==> config.mk <==
export PLATFORM = sky130hd
export DESIGN_NAME = dsm_bitstream_decimator
export DESIGN_NICKNAME = d
export VERILOG_FILES = /design/src/rtl/dsm_pkg.sv /design/src/rtl/dsm_cic_stage.sv /design/src/rtl/dsm_bitstream_decimator.sv
export SDC_FILE = /design/constraint.sdc
export NUM_CORES = 1
export LEC_CHECK = 0
export ABC_AREA = 1
export CAP_MARGIN = 30
export CORE_UTILIZATION = 30
export DETAILED_ROUTE_END_ITERATION = 10
export PLACE_DENSITY = 0.42
export SKIP_LAST_GASP = 1
export SYNTH_ARGS = -nofsm -noshare
export SYNTH_HDL_FRONTEND = slang
export SYNTH_HIERARCHICAL = 1
export SYNTH_SLANG_ARGS = --single-unit
==> constraint.sdc <==
create_clock -name i_clk -period 5.25 [get_ports i_clk]
set_clock_uncertainty 0.1 [all_clocks]
set_input_delay 1.05 -clock i_clk [delete_from_list [all_inputs] [get_ports i_clk]]
set_output_delay 1.05 -clock i_clk [all_outputs]
set_load 0.005 [all_outputs]
==> src/rtl/dsm_pkg.sv <==
// Shared constants and elaboration helpers for the
// delta-sigma bitstream decimator.
package dsm_pkg;

  typedef enum logic {
    CIC_INTEG,
    CIC_COMB
  } cic_kind_e;

  localparam logic BIT_POS  = 1'b1;
  localparam int   STEP_POS = 1;
  localparam int   STEP_NEG = -1;

  function automatic int clog2(input int v);
    int r;
    r = 0;
    while ((1 << r) < v) r++;
    return r;
  endfunction

  function automatic int acc_width(
    input int order,
    input int dlog2
  );
    return order * dlog2 + 2;
  endfunction

  function automatic int out_shift(
    input int order,
    input int dlog2,
    input int dw
  );
    return order * dlog2 - (dw - 1);
  endfunction

endpackage

==> src/rtl/dsm_cic_stage.sv <==
// One CIC stage: a wrapping integrator (registered
// output) or a comb (x minus its delayed copy).
module dsm_cic_stage
  import dsm_pkg::*;
#(
  parameter int        WIDTH = 20,
  parameter cic_kind_e KIND  = CIC_INTEG
) (
  input  logic             clk,
  input  logic             rst,
  input  logic             en,
  input  logic [WIDTH-1:0] x,
  output logic [WIDTH-1:0] y
);

  logic [WIDTH-1:0] q;

  always_ff @(posedge clk) begin
    if (rst) begin
      q <= '0;
    end else if (en) begin
      q <= (KIND == CIC_INTEG) ? q + x : x;
    end
  end

  assign y = (KIND == CIC_INTEG) ? q : x - q;

endmodule

==> src/rtl/dsm_bitstream_decimator.sv <==
// Sinc^N decimator turning a 1-bit delta-sigma stream
// into signed PCM, one sample per 2^DECIM_LOG2 inputs.
module dsm_bitstream_decimator
  import dsm_pkg::*;
#(
  parameter int DATA_WIDTH = 16,
  parameter int DECIM_LOG2 = 6,
  parameter int CIC_ORDER  = 3
) (
  input  logic                  i_clk,
  input  logic                  i_rst,
  input  logic                  i_en,
  input  logic                  i_bitstream,
  output logic [DATA_WIDTH-1:0] o_data,
  output logic                  o_valid,
  output logic                  o_sat
);

  localparam int ACC_WIDTH = acc_width(CIC_ORDER, DECIM_LOG2);
  localparam int SHIFT = out_shift(CIC_ORDER, DECIM_LOG2, DATA_WIDTH);
  localparam int PRIME_W = clog2(CIC_ORDER + 2);
  localparam logic [PRIME_W-1:0] PRIME_DONE = PRIME_W'(CIC_ORDER + 1);
  localparam logic [DECIM_LOG2-1:0] CNT_LAST = '1;
  localparam logic signed [ACC_WIDTH-1:0] V_MAX =
    ACC_WIDTH'(2 ** (DATA_WIDTH - 1) - 1);
  localparam logic signed [ACC_WIDTH-1:0] V_MIN =
    ACC_WIDTH'(-(2 ** (DATA_WIDTH - 1)));

  if (CIC_ORDER < 1 || CIC_ORDER > 5 ||
      CIC_ORDER * DECIM_LOG2 < DATA_WIDTH - 1) begin : g_bad_cfg
    $error("dsm_bitstream_decimator: illegal parameter set");
  end

  logic [DECIM_LOG2-1:0] cnt;
  logic [PRIME_W-1:0]    prime;
  logic                  strobe;
  logic [ACC_WIDTH-1:0]  integ [CIC_ORDER+1];
  logic [ACC_WIDTH-1:0]  comb  [CIC_ORDER+1];
  logic signed [ACC_WIDTH-1:0] y;
  logic signed [ACC_WIDTH-1:0] v;
  logic [DATA_WIDTH-1:0] sat_data;
  logic                  sat_flag;

  assign strobe = i_en && (cnt == CNT_LAST);
  assign integ[0] = (i_bitstream == BIT_POS) ?
    ACC_WIDTH'(STEP_POS) : ACC_WIDTH'(STEP_NEG);
  // Combs see the last integrator before this cycle's update
  assign comb[0] = integ[CIC_ORDER];

  for (genvar k = 0; k < CIC_ORDER; k++) begin : g_cic
    dsm_cic_stage #(
      .WIDTH(ACC_WIDTH),
      .KIND (CIC_INTEG)
    ) u_int (
      .clk(i_clk),
      .rst(i_rst),
      .en (i_en),
      .x  (integ[k]),
      .y  (integ[k+1])
    );
    dsm_cic_stage #(
      .WIDTH(ACC_WIDTH),
      .KIND (CIC_COMB)
    ) u_comb (
      .clk(i_clk),
      .rst(i_rst),
      .en (strobe),
      .x  (comb[k]),
      .y  (comb[k+1])
    );
  end

  assign y = comb[CIC_ORDER];
  assign v = y >>> SHIFT;

  always_comb begin
    sat_data = v[DATA_WIDTH-1:0];
    sat_flag = 1'b0;
    if (v > V_MAX) begin
      sat_data = {1'b0, {(DATA_WIDTH-1){1'b1}}};
      sat_flag = 1'b1;
    end else if (v < V_MIN) begin
      sat_data = {1'b1, {(DATA_WIDTH-1){1'b0}}};
      sat_flag = 1'b1;
    end
  end

  always_ff @(posedge i_clk) begin
    if (i_rst) begin
      cnt     <= '0;
      prime   <= '0;
      o_data  <= '0;
      o_valid <= 1'b0;
      o_sat   <= 1'b0;
    end else begin
      o_valid <= 1'b0;
      if (i_en) cnt <= cnt + DECIM_LOG2'(1);
      if (strobe) begin
        if (prime == PRIME_DONE) begin
          o_data  <= sat_data;
          o_sat   <= sat_flag;
          o_valid <= 1'b1;
        end else begin
          prime <= prime + PRIME_W'(1);
        end
      end
    end
  end

endmodule

==> out/metrics.csv <==
stage,metric,value,unit
sta,final_hold_viol_count,0,
floorplanning,die-area,0.0441,mm2
final_layout,insertedDiodeCount,0,
sta,maxSlewViolCount,0,
worst_setup_path,cpMostUsedCell,nand2_1,
route,wire_per_inst,13.4,um
final_layout,nets,2277,
placed_design,place_ws,0.0889,ns
worst_setup_path,critical_path.max_stage_delay,0.45,ns
floorplanning,start_util,30.7,%
clocking,clk_pin_slew,0.06,ns
pwr,p_sw,2.89,mW
synthesis,synthCells,2133,
sta,finalSetupViolCount,0,
pwr,p_comb_share,58.5,%
floorplanning,core.rowCount,75,
final_layout,final_cells,2739,
clocking,clockBufferDepth,2,
sta,rsz0062_at_grt,no,
sta,layout_setup_ws,0.435,ns
placed_design,numPortBuffers,21,
worst_setup_path,start_kind,register,
placed_design,place_inst,2707,
synthesis,syn_avg_cell_area,6.09,um2
final_layout,drive_above_1_share,8.97,%
clocking,post-cts-setup-buffers,0,
synthesis,yosys_warnings,6,
worst_setup_path,path_cells,ha_1 > nand2_2 > inv_1 > a21oi_1 > nand3_2 > xor2_1 > ha_1 > nand2_1 > nor2_1 > nand3_1 > nand3_2 > xor2_1 > ha_1 > a21oi_1 > and2_4 > nand2_1 > nand2_1 > nand3_1 > nand2_1 > nand2_2 > or2_2 > nand2_1 > nand3_1 > a21oi_1,
sta,period_minus_slack,4.82,ns
global_routing,grt_overflow_total,0,
pwr,p_leak,7.62,nW
clocking,cts.sinks,147,
final_layout,final_common_cell,nand2_1,
placed_design,place_congestion,0.862,
global_routing,grt_usage,17.4,%
route,wl,36.8,mm
worst_setup_path,cp.arrival,5.08,ns
clocking,cts_buffers,17,
route,first_pass_iters,7,
worst_hold_path,hold_path.class,register to register,
floorplanning,core_area,0.0423,mm2
pwr,seqPwrFrac,20.0,%
synthesis,synth_area,0.0130,mm2
worst_setup_path,crit_slowest_cell,ha_1,
worst_setup_path,cp.required,5.52,ns
global_routing,grt_pass1_wl,61.4,mm
flow_run,maxCapViolations,0,
worst_setup_path,critPathMaxFanout,5,
clocking,insertion_delay,0.45,ns
sta,max_freq,0.208,GHz
global_routing,grt_max_degree,73,
sta,tightest_slew,0.979,ns
placed_design,hpwlAfterDp,29.3,mm
final_layout,final_cell_mix,"nand2_1 (569), inv_1 (345), nor2_1 (315)",
clocking,cts_resized,0,
pwr,pwr_density_cell,423,mW/mm2
sta,finalSetupTns,0,ns
route,first_iter_violations,674,
pwr,ir_drop,206,uV
pwr,swShare,46.8,%
clocking,cts_root_buf,clkbuf_16,
clocking,cts_hold_buffers,0,
global_routing,antenna_found_initial,0,
final_layout,syn_to_final_growth,12.3,%
route,drt_drc_violations_left,0,
pwr,p_clk_share,21.5,%
floorplanning,ios,22,
sta,finalCritPeriodShare,91.7,%
floorplanning,die_x,210,um
route,vias,12200,
pwr,internal_power,3.29,mW
worst_setup_path,r2r_cells,24,
worst_setup_path,critPathKind,register to register,
worst_setup_path,endpoint_kind,register,
outcome,outcome,finished clean,
clocking,htree_levels,4,
global_routing,grt_pass1_vias,11800,
route,avgViaCountPerCell,4.46,
synthesis,synth_fp_nets,2260,
sta,relSlewSlack,34.6,%
route,drt.antenna.violating_nets,0,
floorplanning,dieHeight,210,um
worst_hold_path,hold-path-cell-count,2,
clocking,cts_tree,done,
-- path summary, 6_finish.rpt --
| check | endpoint | slack [ns] | from |
|---|---|---|---|
| setup / recovery | o_data[7]$_SDFFE_PP0P_ | 0.43 | g_cic[2].u_int/y[8]$_SDFFE_PP0P_ |
| hold / removal | g_cic[1].u_comb/q[14]$_SDFFE_PP0P_ | 0.37 | g_cic[1].u_comb/q[14]$_SDFFE_PP0P_ |
| setup reg to reg | o_data[7]$_SDFFE_PP0P_ | 0.43 | g_cic[2].u_int/y[8]$_SDFFE_PP0P_ |
| hold reg to reg | g_cic[1].u_comb/q[14]$_SDFFE_PP0P_ | 0.37 | g_cic[1].u_comb/q[14]$_SDFFE_PP0P_ |
-- metal layers --
layer  GRT usage [%]  routed length, um  vias up
met1            24.0              18900     5328
met3            2.35                939       24
met5               0                  0        -
met2            28.7              16500      123
li1                -                  -     6728
met4            4.08                434        0
-- critical path: cells and delay by family (launching register included) --
family          cells  cell delay (ns)
xor+xnor            2             0.49
compound gates      3             0.62
fa+ha+maj           3             1.24
simple gates       15             1.90
flops               1             0.34
buf+inv             1             0.05
-- metrics by stage --
step	utilization (%)	instance area, um2	power, mW	hold slack [ns]
finish	34.5	14600	6.18	0.367
CTS	34.1	14400	6.10	0.371
global route	34.5	14600	6.86	0.383
floorplan	-	13000	3.90	0.337
global placement	32.6	13800	4.73	0.355
detailed placement	32.6	13800	4.71	0.357
-- power groups by stage --
| stage | Sequential (mW) | Clock (mW) | Combinational, mW |
|---|---|---|---|
| final | 1.24 | 1.33 | 3.61 |
| after global routing | 1.24 | 1.44 | 4.18 |
| after CTS | 1.24 | 1.39 | 3.47 |
| after detailed placement | 1.27 | 0 | 3.44 |
| after global placement | 1.27 | 0 | 3.46 |
| after floorplan | 1.23 | 0 | 2.67 |
-- cell type report --
class / instances / area [um2]
clock inverter: 10 / 156
timing repair buffer: 37 / 325
sequential: 147 / 2940
clock buffer: 21 / 460
multi-input combinational: 1582 / 8610
tap: 577 / 722
inverter: 365 / 1370
fill: 4814 / 27700
-- flip-flops by register name, indices dropped and copies added (netlist names) --
name            count
o_valid             1
g_cic.u_int/y      60
o_data             16
g_cic.u_comb/q     60
o_sat               1
prime               3
cnt                 6
No activity file was read; power rests on OpenSTA's default activity.
